File: src/rtl/game_pkg.sv
`default_nettype none
// ============================================================================
//  Module      : game_pkg
//  Description : Shared definitions for the number-guessing game and its
//                automated solver: datapath width and solver state encoding.
//  Revision    : 1.0 - initial release
// ============================================================================
package game_pkg;

  // Width of guesses and secrets in the game datapath
  localparam int GAME_WIDTH = 8;

  // Solver control states
  typedef enum logic [2:0] {
    S_IDLE  = 3'd0,
    S_DRIVE = 3'd1,
    S_WAIT  = 3'd2,
    S_EVAL  = 3'd3,
    S_FOUND = 3'd4,
    S_FAIL  = 3'd5,
    S_ERR   = 3'd6
  } state_t;

endpackage : game_pkg
`default_nettype wire

File: src/rtl/solver_bounds.sv
`default_nettype none
// ============================================================================
//  Module      : solver_bounds
//  Description : Binary-search interval for the guess solver. Holds lo/hi at
//                WIDTH+1 bits, produces the midpoint for the next guess and
//                flags responses that would leave the value range or empty
//                the interval.
//  Revision    : 1.0 - initial release
// ============================================================================
module solver_bounds #(
  parameter int WIDTH = 8
) (
  input  logic             clk,
  input  logic             reset,
  input  logic             load,       // start of search: reset interval to full range
  input  logic             update,     // accept the candidate interval after a response
  input  logic             step_down,  // response says guess is above the secret
  input  logic             step_up,    // response says guess is below the secret
  input  logic [WIDTH-1:0] guess,      // guess the response refers to
  output logic [WIDTH-1:0] next_mid,   // guess to submit next
  output logic             edge_err,   // step beyond 0 or max requested
  output logic             order_err   // candidate interval is empty
);

  localparam logic [WIDTH:0] FULL_MAX = {1'b0, {WIDTH{1'b1}}};
  localparam logic [WIDTH:0] ONE      = {{WIDTH{1'b0}}, 1'b1};

  logic [WIDTH:0] lo;
  logic [WIDTH:0] hi;
  logic [WIDTH:0] guess_x;
  logic [WIDTH:0] lo_c;
  logic [WIDTH:0] hi_c;
  logic [WIDTH:0] base_lo;
  logic [WIDTH:0] base_hi;

  assign guess_x = {1'b0, guess};

  // Candidate interval if the current response is accepted; one extra bit
  // keeps guess+1 at the top of the range from wrapping to zero.
  always_comb begin
    lo_c = lo;
    hi_c = hi;
    if (step_down) begin
      hi_c = guess_x - ONE;
    end
    if (step_up) begin
      lo_c = guess_x + ONE;
    end
  end

  // Guess 0 cannot be too high and guess max cannot be too low; either
  // claim means the responder is inconsistent.
  assign edge_err  = (step_down && (guess == '0)) || (step_up && (guess == '1));
  assign order_err = (lo_c > hi_c);

  // Midpoint of the interval that will be live for the next guess (floor).
  assign base_lo  = load ? '0 : lo_c;
  assign base_hi  = load ? FULL_MAX : hi_c;
  assign next_mid = WIDTH'((base_lo + base_hi) >> 1);

  // Interval registers: reload on a new search, narrow on an accepted response.
  always_ff @(posedge clk or posedge reset) begin
    if (reset) begin
      lo <= '0;
      hi <= FULL_MAX;
    end else if (load) begin
      lo <= '0;
      hi <= FULL_MAX;
    end else if (update) begin
      lo <= lo_c;
      hi <= hi_c;
    end
  end

endmodule : solver_bounds
`default_nettype wire

File: src/rtl/guess_solver.sv
`default_nettype none
// ============================================================================
//  Module      : guess_solver
//  Description : Automated player for the number-guessing game. Submits
//                guesses with a one-cycle enter pulse, waits for the game's
//                registered over/under/equal indicators and binary-searches
//                until it hits the secret, runs out of tries, or sees an
//                illegal response.
//  Revision    : 1.0 - initial release
// ============================================================================
module guess_solver
  import game_pkg::*;
#(
  parameter int WIDTH     = GAME_WIDTH,
  parameter int MAX_TRIES = 7,
  parameter int RESP_WAIT = 2
) (
  input  logic             clk,
  input  logic             reset,
  input  logic             i_start,
  input  logic             i_over,
  input  logic             i_under,
  input  logic             i_equal,
  output logic [WIDTH-1:0] o_guess,
  output logic             o_enter,
  output logic             o_busy,
  output logic             o_found,
  output logic             o_fail,
  output logic             o_err,
  output logic [WIDTH-1:0] o_result,
  output logic [3:0]       o_tries_used
);

  localparam int                WAIT_W      = (RESP_WAIT > 1) ? $clog2(RESP_WAIT) : 1;
  localparam logic [WAIT_W-1:0] WAIT_LAST   = WAIT_W'(RESP_WAIT - 1);
  localparam logic [WAIT_W-1:0] WAIT_STEP   = WAIT_W'(1);
  localparam logic [3:0]        TRIES_LIMIT = 4'(MAX_TRIES);

  state_t            state;
  state_t            next_state;
  logic [WAIT_W-1:0] wait_cnt;
  logic [WIDTH-1:0]  next_guess;
  logic              start_ok;
  logic              resp_onehot;
  logic              hit;
  logic              edge_err;
  logic              order_err;
  logic              update_bounds;

  // A new search may begin from idle or any terminal state.
  assign start_ok = i_start && ((state == S_IDLE) || (state == S_FOUND) ||
                                (state == S_FAIL) || (state == S_ERR));

  // Exactly one indicator must be high for a response to be meaningful.
  assign resp_onehot = ({i_over, i_under, i_equal} == 3'b100) ||
                       ({i_over, i_under, i_equal} == 3'b010) ||
                       ({i_over, i_under, i_equal} == 3'b001);

  assign hit           = (state == S_EVAL) && resp_onehot && i_equal;
  assign update_bounds = (state == S_EVAL) && (next_state == S_DRIVE);

  solver_bounds #(
    .WIDTH (WIDTH)
  ) u_bounds (
    .clk       (clk),
    .reset     (reset),
    .load      (start_ok),
    .update    (update_bounds),
    .step_down (i_over),
    .step_up   (i_under),
    .guess     (o_guess),
    .next_mid  (next_guess),
    .edge_err  (edge_err),
    .order_err (order_err)
  );

  // State register.
  always_ff @(posedge clk or posedge reset) begin
    if (reset) begin
      state <= S_IDLE;
    end else begin
      state <= next_state;
    end
  end

  // Next-state logic; in EVAL a match outranks the tries limit so a hit on
  // the last allowed guess still reports found.
  always_comb begin
    next_state = state;
    case (state)
      S_IDLE, S_FOUND, S_FAIL, S_ERR: begin
        if (i_start) begin
          next_state = S_DRIVE;
        end
      end
      S_DRIVE: begin
        next_state = S_WAIT;
      end
      S_WAIT: begin
        if (wait_cnt == WAIT_LAST) begin
          next_state = S_EVAL;
        end
      end
      S_EVAL: begin
        if (!resp_onehot) begin
          next_state = S_ERR;
        end else if (i_equal) begin
          next_state = S_FOUND;
        end else if (edge_err || order_err) begin
          next_state = S_ERR;
        end else if (o_tries_used == TRIES_LIMIT) begin
          next_state = S_FAIL;
        end else begin
          next_state = S_DRIVE;
        end
      end
      default: begin
        next_state = S_IDLE;
      end
    endcase
  end

  // Guess, tries, wait counter and result registers; the guess only moves
  // when a new DRIVE is entered so it is stable through WAIT and EVAL.
  always_ff @(posedge clk or posedge reset) begin
    if (reset) begin
      o_guess      <= '0;
      o_tries_used <= '0;
      o_result     <= '0;
      wait_cnt     <= '0;
    end else begin
      if (start_ok) begin
        o_guess      <= next_guess;
        o_tries_used <= '0;
        o_result     <= '0;
      end else if (update_bounds) begin
        o_guess <= next_guess;
      end

      if (state == S_DRIVE) begin
        o_tries_used <= o_tries_used + 4'd1;
        wait_cnt     <= '0;
      end else if (state == S_WAIT) begin
        wait_cnt <= wait_cnt + WAIT_STEP;
      end

      if (hit) begin
        o_result <= o_guess;
      end
    end
  end

  // Moore outputs decoded from the registered state.
  always_comb begin
    o_enter = 1'b0;
    o_busy  = 1'b0;
    o_found = 1'b0;
    o_fail  = 1'b0;
    o_err   = 1'b0;
    case (state)
      S_DRIVE: begin
        o_enter = 1'b1;
        o_busy  = 1'b1;
      end
      S_WAIT:  o_busy  = 1'b1;
      S_EVAL:  o_busy  = 1'b1;
      S_FOUND: o_found = 1'b1;
      S_FAIL:  o_fail  = 1'b1;
      S_ERR:   o_err   = 1'b1;
      default: o_busy  = 1'b0;
    endcase
  end

endmodule : guess_solver
`default_nettype wire

File: config.mk
export PLATFORM = sky130hd
export DESIGN_NAME = guess_solver
export DESIGN_NICKNAME = d
export VERILOG_FILES = /design/src/rtl/game_pkg.sv /design/src/rtl/solver_bounds.sv /design/src/rtl/guess_solver.sv
export SDC_FILE = /design/constraint.sdc
export NUM_CORES = 1
export LEC_CHECK = 0
export ABC_AREA = 1
export CORE_MARGIN = 5
export CORE_UTILIZATION = 35
export CTS_BUF_LIST = sky130_fd_sc_hd__clkbuf_4 sky130_fd_sc_hd__clkbuf_8
export DETAILED_ROUTE_END_ITERATION = 10
export PLACE_DENSITY_LB_ADDON = 0.12
export SLEW_MARGIN = 20
export SYNTH_ARGS = -nofsm -noshare
export SYNTH_HDL_FRONTEND = slang
export SYNTH_SLANG_ARGS = --single-unit
export TNS_END_PERCENT = 10
File: constraint.sdc
create_clock -name clk -period 3.71 [get_ports clk]
set_input_delay 0.742 -clock clk [delete_from_list [all_inputs] [get_ports clk]]
set_output_delay 0.742 -clock clk [all_outputs]
set_load 0.1 [all_outputs]
**Yosys cells after proc, flatten, opt, wreduce, memory -nomap -nowiden**

Cells that the tools add are included.

- Register bits: 42
- Bits in writable memories: 0
- Bits of input ports: 6
- Memories: 0
- Output and inout bits: 25
- Bits in latches: 0
- Bits in read-only memories: 0

- $lt $le $gt $ge: 1
- Shift operators: 0
- Mux-type cells: 28
- Div/mod/pow operators: 0
- $add $sub $neg: 5
- Eq/ne operators: 12
- Bitwise gates (word level): 0
- Multiply operators: 0
- Reductions and logical operators: 21

Operators with widths:

| cell | number |
|---|---|
| 9-bit 2-to-1 mux | 8 |
| 8-bit 2-to-1 mux | 4 |
| 3-bit 2-to-1 mux | 6 |
| 3-bit equality test (second input constant) | 4 |
| 3-bit case mux with 4 select lines | 1 |
| 8-bit by 1-bit adder with 9-bit output (second input constant) | 1 |
| 9-bit adder | 1 |
| 3-bit by 1-bit equality test with 1-bit output (second input constant) | 3 |
| 3-bit by 2-bit equality test with 1-bit output (second input constant) | 3 |
| 9-bit > comparator | 1 |
| 8-bit by 1-bit subtractor with 9-bit output (second input constant) | 1 |
| 8-bit equality test (second input constant) | 1 |
| 8-bit logical NOT | 1 |
| 4-bit 2-to-1 mux | 2 |
| 2-bit nonzero test | 4 |
| 1-bit logical OR | 7 |
| 1-bit 2-to-1 mux | 7 |
| 1-bit logical AND | 6 |
| 4-bit by 1-bit adder with 4-bit output (second input constant) | 1 |
| 4-bit by 3-bit equality test with 1-bit output (second input constant) | 1 |
| 4-bit OR reduction | 1 |
| 3-bit logical NOT | 1 |
| 3-bit OR reduction | 1 |
| 1-bit adder (second input constant) | 1 |

**Depth between registers and ports, before layout**

Gate-level depths: netlist (run 1).

- Depth after elaboration: 12
- Depth in mapped cells: 20

**Hierarchy**

From an unflattened synthesis (run 1), not the netlist that was laid out.

- Cell total of the unflattened synthesis: 450
- Area total of the unflattened synthesis: 3,165.5 um2

By module, submodules not included:

| module | seq. area each (um2) | area an instance (um2) | instances | cells each |
|---|---|---|---|---|
| solver_bounds | 460.4 | 1,934.4 | 1 | 309 |
| guess_solver | 600.6 | 1,231.2 | 1 | 141 |

**Worst setup path before layout (run 1)**

Ideal clock, no wire load.

- Path kind: reg-to-reg
- From: reg state[1]
- To: reg o_guess[5]
- Clock period less this slack: 3.683 ns
- Path buffers: 2
- Arrival time: 3.618 ns
- Library setup time: 0.065 ns
- Stages on the path, launching flop included: 17
- Setup slack: 0.027 ns
- Cell sequence: dfrtp_1 > nor2_1 > nor2_1 > inv_1 > nand3_2 > buf_4 > buf_4 > nand2_1 > fa_1 > nand3_1 > nand2_1 > a21oi_1 > nor2_1 > nor2_1 > xnor2_1 > nand2_1 > nand2_1

- Word-level cells in the longest chain between the ends: 9

RTL lines:

| item | RTL line | text |
|---|---|---|
| start, declared | guess_solver.sv:39 | `state_t state;` |
| start signal, assigned | guess_solver.sv:82 | `state <= next_state;` |
| 3-bit equality test / 3-bit logical NOT (equally long branches) | guess_solver.sv:51 | `assign start_ok = i_start && ((state == S_IDLE) \|\| (state == S_FOUND) \|\|` |
| 1-bit logical OR (2 in series) | guess_solver.sv:51 |  |
| 1-bit logical OR * | guess_solver.sv:52 | `(state == S_FAIL) \|\| (state == S_ERR));` |
| 1-bit logical AND * | guess_solver.sv:51 |  |
| 9-bit 2-to-1 mux * | solver_bounds.sv:58 | `assign base_hi = load ? FULL_MAX : hi_c;` |
| net u_bounds.base_hi[1] | solver_bounds.sv:34 | `logic [WIDTH:0] base_hi;` |
| 9-bit adder * | solver_bounds.sv:59 | `assign next_mid = WIDTH'((base_lo + base_hi) >> 1);` |
| 8-bit 2-to-1 mux | guess_solver.sv:136 | `end else if (update_bounds) begin` |
| 8-bit 2-to-1 mux * | guess_solver.sv:132 | `if (start_ok) begin` |
| end signal, assigned | guess_solver.sv:133 | `o_guess <= next_guess;` |
| end signal, assigned | guess_solver.sv:137 | `o_guess <= next_guess;` |
| end, declared | guess_solver.sv:24 | `output logic [WIDTH-1:0] o_guess,` |

The timed path passes the listed nets; every way through them passes the cells marked *. The select of a mux whose other input is x is not followed.
A chain may end at the register's enable or synchronous reset.

**Worst setup path in the final report (run 1)**

- From: in i_over
- To: reg o_guess[7]

- Word-level cells in the longest chain between the ends: 10

RTL lines:

| item | RTL line | text |
|---|---|---|
| start, declared | guess_solver.sv:21 | `input logic i_over,` |
| 9-bit 2-to-1 mux / 1-bit logical AND (equally long branches) | solver_bounds.sv:43, solver_bounds.sv:53 |  |
| 9-bit > comparator / 1-bit logical OR (equally long branches) | solver_bounds.sv:54, solver_bounds.sv:53 |  |
| 1-bit logical OR | guess_solver.sv:109 | `end else if (edge_err \|\| order_err) begin` |
| 3-bit 2-to-1 mux | guess_solver.sv:109 |  |
| 3-bit 2-to-1 mux | guess_solver.sv:107 | `end else if (i_equal) begin` |
| 3-bit 2-to-1 mux | guess_solver.sv:105 | `if (!resp_onehot) begin` |
| 3-bit case mux with 4 select lines | guess_solver.sv:90 | `case (state)` |
| 3-bit by 1-bit equality test with 1-bit output | guess_solver.sv:60 | `assign update_bounds = (state == S_EVAL) && (next_state == S_DRIVE);` |
| 1-bit logical AND | guess_solver.sv:60 |  |
| 2-bit nonzero test (no source line) | -- |  |

Several ways; a longest one is shown, not always the timed one. The select of a mux whose other input is x is not followed.

==> results of run 1 <==
final cells by class:
type | count | area, um^2 | area share, %
Sequential cell | 42 | 1061 | 30.23
Multi-Input combinational cell | 326 | 1725 | 49.16
Inverter | 39 | 146.4 | 4.171
Timing Repair Buffer | 37 | 350.3 | 9.982
Clock buffer | 8 | 91.34 | 2.602
Tap cell | 108 | 135.1 | 3.850
registers in the layout (all words and copies together) (netlist names):
| register | flops |
|---|---|
| o_tries_used | 4 |
| o_guess | 8 |
| state | 3 |
| o_result | 8 |
| u_bounds.lo | 9 |
| wait_cnt | 1 |
| u_bounds.hi | 9 |
worst max path at each step:
| stage | start | end | slack [ps] | cells past startpoint |
|---|---|---|---|---|
| floorplan | state[1] | o_guess[5] | 30 | 16 |
| global placement | i_under | u_bounds.lo[8] | 270 | 14 |
| detailed placement | i_over | o_guess[7] | 190 | 16 |
| CTS | i_over | o_guess[7] | 510 | 16 |
| global route | o_guess[1] | o_guess[3] | 280 | 17 |
| finish | i_over | o_guess[7] | 490 | 16 |
metrics by stage:
| step | worst slack (ps) | power, mW |
|---|---|---|
| 2_1_floorplan | 27.17 | 2.639 |
| 5_1_grt | 275.1 | 3.797 |
| 3_3_place_gp | 267.7 | 3.173 |
| 3_5_place_dp | 192.4 | 3.181 |
| 4_1_cts | 506.4 | 3.506 |
| 6_report | 485.6 | 3.487 |
kinds of logic (layout without fill, tap and decap cells):
logic type	count (synthesis)	count (layout)	synth area share (%)
muxes	1	1	0.3311
xor gates and xnor gates	7	7	2.028
and+or+nand+nor	249	249	36.80
buffers and inverters	54	84	7.823
AOI/OAI and AO/OA	49	49	9.396
DFF	42	42	35.10
adders and majority gates	20	20	8.527
cells in the final DEF (no fill, tap or decap), types with 5 or more instances in the layout:
cell type / instances
nand4_1: 12
buf_4: 12
dfrtp_1: 34
clkdlybuf4s50_1: 24
o21ai_0: 19
ha_1: 19
nor2_1: 27
a21oi_1: 16
clkbuf_8: 5
xor2_1: 6
dfstp_2: 8
nand3_1: 60
inv_1: 36
nor2_2: 6
nand2_1: 132
power by group:
group | leakage (nW) | switching [mW] | internal (mW)
Clock | 0.0498 | 0.163 | 0.156
Combinational | 1.24 | 1.68 | 0.690
Sequential | 0.538 | 0.157 | 0.638
Total | 1.83 | 2.00 | 1.48
worst min-delay path: cells and delay by family, from the launching register on:
kind | cells | cell delay [ps]
and+or+nand+nor | 2 | 120
DFF | 1 | 370
layer usage:
metal	vias up	share of wire (%)
li1	1450	-
met1	1293	49
met2	52	46
met3	5	4.2
met4	0	0.89
met5	-	0
==> summary.md, run 1 <==
| Metric | Value |
|---|---|
| Top cells by count, synth | `132 x nand2_1, 60 x nand3_1, 37 x inv_1, 34 x dfrtp_1, 27 x nor2_1` |
| Seq cells post-synth | `42` |
| Mapped Area | `3023 um^2` |
| Critical R2R Capture | `o_guess[7]` |
| Pwr dens | `993.7 nW/um^2` |
| RSZ-0062 raised after global routing | `no` |
| GRT Util Overall | `16.67%` |
| Root buf cell | `clkbuf_8` |
| Gate Count Post-Synth | `422` |
| Die W | `102.9 um` |
| Worst setup SP type | `input port` |
| Cts repair resizes | `0` |
| Fin nets | `477` |
| Num ports | `31` |
| RR Startpoint | `o_guess[2]` |
| CP max stage delay | `660 ps` |
| Fmax | `310.1 MHz` |
| # rows | `34` |
| Worst skew pair latency | `300 ps` |
| Fin. max-slew vios | `0` |
| Vias in the first global route | `2,779` |
| Top-area cell type share of the netlist area | `28.15%` |
| Via count of the routed design | `2,800` |
| Met1 GRT Util | `23.65%` |
| Overflow after GRT | `0` |
| CTS sink count | `42` |
| HP Start | `u_bounds.hi[3]` |
| Most common cell in the netlist | `nand2_1` |
| Hold worst-path end | `u_bounds.hi[3]` |
| Post-CTS setup buffer count | `0` |
| Avg Cell Area, Syn | `7.163 um^2` |
| Worst-path clk slew | `80 ps` |
| Hold/Removal Path Class | `reg2reg` |
| Syn nets | `448` |
| Setup Viol. Count Final | `0` |
| Met2 Use GR | `26.15%` |
| Leak | `1.827 nW` |
| CP dominant cell by count | `nand2_1` |
| Share of post-route cells with drive strength above 1 | `9.735%` |
| Yosys top cell by area | `dfrtp_1` |
| Skew final | `6.573 ps` |
| Placeable Area | `8551 um^2` |
| DR vias/cell | `5.000` |
| Arrival time of the worst setup path | `3420 ps` |
| DR iter-0 viols | `149` |
| GR Layer Usage met3 | `2.909%` |
| Async SR Flop Fraction | `100.0%` |
| Primary FF master, synth | `dfrtp_1` |
| Placed cells | `552` |
| PortBufs | `30` |
| Worst setup path class | `in2reg` |
| DRC Markers | `0` |
| Worst R2R Setup Slack | `610 ps` |
| Crit path buf inv count | `4` |
| Hold Slack | `491.7 ps` |
| CP Cell Sequence | `clkdlybuf4s50_1 -> buf_4 -> nand2_1 -> o22ai_1 -> ha_1 -> nand2_1 -> inv_1 -> nand2_1 -> nand2_1 -> nand2_1 -> nand3_1 -> a21oi_4 -> nand4_4 -> buf_4 -> nand3_1 -> nand2_1` |
| Required time of the worst setup path | `3910 ps` |
| Clk buf depth | `2` |
| Drt pass-1 iters | `4` |
| Most Crowded Layer GR | `met2` |
| Worst slew pin tran | `969.8 ps` |
| CTS Buf Count | `5` |
| Sequential area share after synthesis | `35.10%` |
| Post-synth EDFFs | `0` |
| Final core occ | `41.04%` |
| Largest net degree at the start of global routing | `53` |
| Worst-path maximum fanout | `26` |
| Final non-filler cell total | `560` |
| FF-to-FF path depth | `16` |
| H-tree Lvls | `2` |
| Hold path depth | `2` |
| Syn. warnings | `0` |
| Wirelength per Cell | `14.81 um` |
| Final instance area | `3510 um^2` |
| CTS tree | `done` |
| Synth top area cells | `dfrtp_1 28%, nand2_1 16%, nand3_1 9.9%` |
| FILL cells | `912` |
| Slew HR | `35.15%` |
| Die H | `102.9 um` |
| Final GP Congestion | `0.8007` |
| Fin. Hold Viols | `0` |
| HPWL after DPL | `6144 um` |
| Placed Area | `3418 um^2` |
| Final WL | `8291 um` |
| Final Critical Period | `3224 ps` |
| Critical Path Slowest Stage Cell | `clkdlybuf4s50_1` |
| First-pass GRT wire length | `13,940 um` |
| Initial core utilization | `35.35%` |
| Setup crit end kind | `flip-flop` |
| Die area | `10,600 um^2` |
| Status | `finished, final reports clean` |
| Hold Buf Count CTS | `0` |
| Post-synthesis cell type count | `35` |
| Area growth, synth to finish | `16.10%` |
| Setup_tns | `0 ps` |
| Critical path's top delay family | `buffers and inverters` |
| Max-cap check violation count | `0` |
| VDD IR max | `0.6068 mV` |
| Antenna violations before repair | `0` |
| Antenna Diode Count | `0` |
| Period Utilization, post-route | `86.91%` |
| Antenna Nets Post-Route | `0` |
(Power assumes the default switching activity.)
==> run 2, diff against run 1 <==
--- a/config.mk
+++ b/config.mk
@@ -5,7 +5,6 @@
 export SDC_FILE = /design/constraint.sdc
 export NUM_CORES = 1
 export LEC_CHECK = 0
-export ABC_AREA = 1
 export CORE_MARGIN = 5
 export CORE_UTILIZATION = 35
 export CTS_BUF_LIST = sky130_fd_sc_hd__clkbuf_4 sky130_fd_sc_hd__clkbuf_8
==> run 2 against run 1 <==
  * Sequential cell count unchanged
  * Routed wire length decreased by 4.5%
  * Critical path depth decreased by 5
  * Non-clock buffer count increased by 46
  * Register-to-register slack got worse by 330 ps
  * First-iteration DRC count decreased by 32%
  * Core utilization increased by 4.8 points
  * Hold slack improved by 11 ps
  * Worst setup slack got worse by 320 ps
  * Via count decreased by 7.4%
  * Cell area increased by 7.8%
  * Final cell count decreased by 10%
  * Critical path type unchanged
  * Critical endpoint unchanged
==> summary.md, run 2 <==
| Metric | Value |
|---|---|
| Worst slew pin tran | `970.9 ps (+1.120 ps)` |
| Max-cap check violation count | `0 (unchanged)` |
| FF-to-FF path depth | `13 (-3)` |
| H-tree Lvls | `2 (unchanged)` |
| Fmax | `281.7 MHz (-9.2%)` |
| Sequential area share after synthesis | `35.75% (+0.65 points)` |
| Antenna Diode Count | `0 (unchanged)` |
| Die W | `102.1 um (-0.83%)` |
| Largest family of logic cells by synthesized area | `simple AND/OR/NAND/NOR gates` |
| Worst R2R Setup Slack | `280 ps (-330 ps)` |
| Worst-path maximum fanout | `9 (-65%)` |
| Status | `finished, final reports clean` |
| FILL cells | `863 (-5.4%)` |
| Syn. warnings | `0 (unchanged)` |
| Slew HR | `35.07% (-0.075 points)` |
| Die H | `102.1 um (-0.83%)` |
| HP Start | `o_result[4]` |
| Final WL | `7922 um (-4.5%)` |
| HPWL after DPL | `6052 um (-1.5%)` |
| RSZ-0062 raised after global routing | `no` |
| Most frequent cells in the layout | `60 x buf_4, 42 x nand2_1, 31 x nor2_1, 29 x dfrtp_1, 23 x clkdlybuf4s50_1` |
| Proportion of synthesized area in mux cells | `6.408% (+6.1 points)` |
| Arrival time of the worst setup path | `3760 ps (+340 ps)` |
| Skew final | `11.36 ps (+4.787 ps)` |
| Avg Cell Area, Syn | `9.048 um^2 (+26%)` |
| Required time of the worst setup path | `3920 ps (about the same)` |
| Top-area cell type share of the netlist area | `28.67% (+0.52 points)` |
| Hold Slack | `502.6 ps (+10.95 ps)` |
| Final GP Congestion | `0.7911 (-1.2%)` |
| CTS Buf Count | `5 (unchanged)` |
| Gate Count Post-Synth | `328 (-22%)` |
| Post-CTS setup buffer count | `0 (unchanged)` |
| Setup crit end kind | `flip-flop` |
| Pre-CTS WS | `-161.4 ps (-353.8 ps)` |
| CTS tree | `done` |
| Antenna violations before repair | `0 (unchanged)` |
| Overflow after GRT | `0 (unchanged)` |
| Hold/Removal Path Class | `reg2reg` |
| Async SR Flop Fraction | `100.0% (unchanged)` |
| Primary FF master, synth | `dfrtp_1` |
| Critical Path Slowest Stage Cell | `clkdlybuf4s50_1` |
| Worst setup SP type | `input port` |
| Syn nets | `354 (-21%)` |
| Area growth, synth to finish | `27.53%` |
| Most common cell in the netlist | `nand2_1` |
| Placeable Area | `8258 um^2 (-3.4%)` |
| XOR/XNOR Fraction of Synth Area | `5.902% (+3.9 points)` |
| Setup_tns | `0 ps (unchanged)` |
| Worst setup path class | `in2reg` |
| Hold path depth | `1 (-1)` |
| CP Cell Sequence | `clkdlybuf4s50_1 -> buf_4 -> mux2_2 -> and2_1 -> fa_1 -> a21o_1 -> a221o_1 -> o41ai_1 -> buf_4 -> nand4b_1 -> o311ai_1` |
| Worst-path clk slew | `90 ps (about the same)` |
| Top cells by count, synth | `42 x nand2_1, 34 x dfrtp_1, 31 x nor2_1, 19 x ha_1, 17 x o21ai_0` |
| Cts repair resizes | `0 (unchanged)` |
| Yosys top cell by area | `dfrtp_1` |
| Fin. Hold Viols | `0 (unchanged)` |
| Commonest non-fill, non-tap cell in the layout | `buf_4` |
| Largest net degree at the start of global routing | `24 (-55%)` |
| First-pass GRT wire length | `13,320 um (-4.5%)` |
| DR iter-0 viols | `102 (-32%)` |
| Synth top area cells | `dfrtp_1 29%, ha_1 8.0%, dfstp_2 7.1%` |
| Critical R2R Capture | `u_bounds.lo[8]` |
| Via count of the routed design | `2,594 (-7.4%)` |
| Compound-Gate Fraction of Synth Area | `17.71% (+8.3 points)` |
| Largest regs | `u_bounds.hi (9), u_bounds.lo (9)` |
| Mapped Area | `2968 um^2 (-1.8%)` |
| Die area | `10,420 um^2 (-1.6%)` |
| Hold worst-path end | `o_result[4]` |
| PortBufs | `30 (unchanged)` |
| Post-synth EDFFs | `0 (unchanged)` |
| Num ports | `31 (unchanged)` |
| Root buf cell | `clkbuf_8` |
| CTS sink count | `42 (unchanged)` |
| Setup Viol. Count Final | `0 (unchanged)` |
| Fin. max-slew vios | `0 (unchanged)` |
| GRT Util Overall | `16.21% (-0.45 points)` |
| DR vias/cell | `5.157 (+3.1%)` |
| Uppermost layer routed | `met4` |
| Fin nets | `423 (-11%)` |
| # rows | `33 (-2.9%)` |
| Metal3 WL | `333 um (-4.3%)` |
| Hold Buf Count CTS | `0 (unchanged)` |
| Wire length on met1 | `3952 um (-2.0%)` |
| Antenna Nets Post-Route | `0 (unchanged)` |
| Share of post-route cells with drive strength above 1 | `25.38% (+16 points)` |
| WL met2 | `3548 um (-7.4%)` |
| RR Startpoint | `o_guess[2]` |
| Setup ws final | `160.7 ps (-324.9 ps)` |
| Clk buf depth | `2 (unchanged)` |
| Period Utilization, post-route | `95.67% (+8.8 points)` |
| Post-synthesis cell type count | `56 (+60%)` |
| Worst skew pair latency | `310 ps (about the same)` |
| Initial core utilization | `35.94% (+0.59 points)` |
| DRC Markers | `0 (unchanged)` |
| Wirelength per Cell | `15.75 um (+6.4%)` |
| Final Critical Period | `3549 ps (+324.9 ps)` |
| Seq cells post-synth | `42 (unchanged)` |
| Vias in the first global route | `2,566 (-7.7%)` |
| Synth Area in Simple Gates | `19.73% (-17 points)` |
| Synth Area in Adders | `8.685% (+0.16 points)` |
| CP dominant cell by count | `buf_4` |
| Drt pass-1 iters | `4 (unchanged)` |
| CP max stage delay | `450 ps (-210 ps)` |
-- run 2: changes by cell type after synthesis, sizes merged, moves of 11 or more --
| cell | before | now |
|---|---|---|
| nand2 | 135 | 43 |
| nand3 | 61 | 9 |
| inv | 39 | 14 |
| xnor2 | 1 | 14 |
| nand4 | 14 | 2 |
| and2 | 0 | 11 |
-- run 2: logic make-up (layout without fill, tap and decap cells) --
kind of cell | after synthesis | count (layout)
adder cells (fa/ha/maj) | 20 | 20
buffers and inverters | 35 | 105
flip-flops | 42 | 42
XOR/XNOR | 20 | 20
multiplexers | 18 | 18
AND/OR/NAND/NOR | 118 | 118
AO/OA/AOI/OAI | 75 | 75
-- run 2: through the flow --
stage / cell area (um^2) / cells / utilization [%]
2_1_floorplan: 2974 / 328 / -
3_3_place_gp: 3671 / 495 / 44.45
3_5_place_dp: 3671 / 495 / 44.45
4_1_cts: 3766 / 503 / 45.61
5_1_grt: 3785 / 503 / 45.83
6_report: 3785 / 503 / 45.83
-- run 2: metal layers --
metal  vias to the layer above  track usage [%]
li1                       1297                -
met4                         0            4.238
met1                      1241            23.31
met5                         -                0
met2                        49            25.44
met3                         7            2.526
-- run 2: how the worst max path moves through the flow --
stage                     from              to  slack (ps)  cells past startpoint
floorplan           o_guess[1]      o_guess[7]          40                     11
detailed placement     i_under      o_guess[7]        -160                     11
global placement       i_under      o_guess[7]        -210                     11
global route        o_guess[2]  u_bounds.lo[8]           6                     13
CTS                 o_guess[2]        state[0]         130                     13
finish                 i_under      o_guess[7]         160                     11
-- run 2: worst max-delay path: cells and delay by family --
family	cells	cell delay, ps
AO/OA/AOI/OAI	4	1090
buffers and inverters	3	820
adder cells (fa/ha/maj)	1	450
multiplexers	1	370
AND/OR/NAND/NOR	2	270
-- run 2: cell type report --
| class | instances | area [um^2] | share of cell area, % |
|---|---|---|---|
| Clock buffer | 6 | 82.58 | 2.182 |
| Clock inverter | 2 | 12.51 | 0.3306 |
| Timing Repair Buffer | 83 | 680.7 | 17.98 |
| Multi-Input combinational cell | 251 | 1758 | 46.45 |
| Tap cell | 105 | 131.4 | 3.471 |
| Inverter | 14 | 52.55 | 1.388 |
| Sequential cell | 42 | 1067 | 28.20 |
Power of run 2 is not shown: default switching activity piles up to over one toggle a cycle in this logic, so the estimate is an artifact.
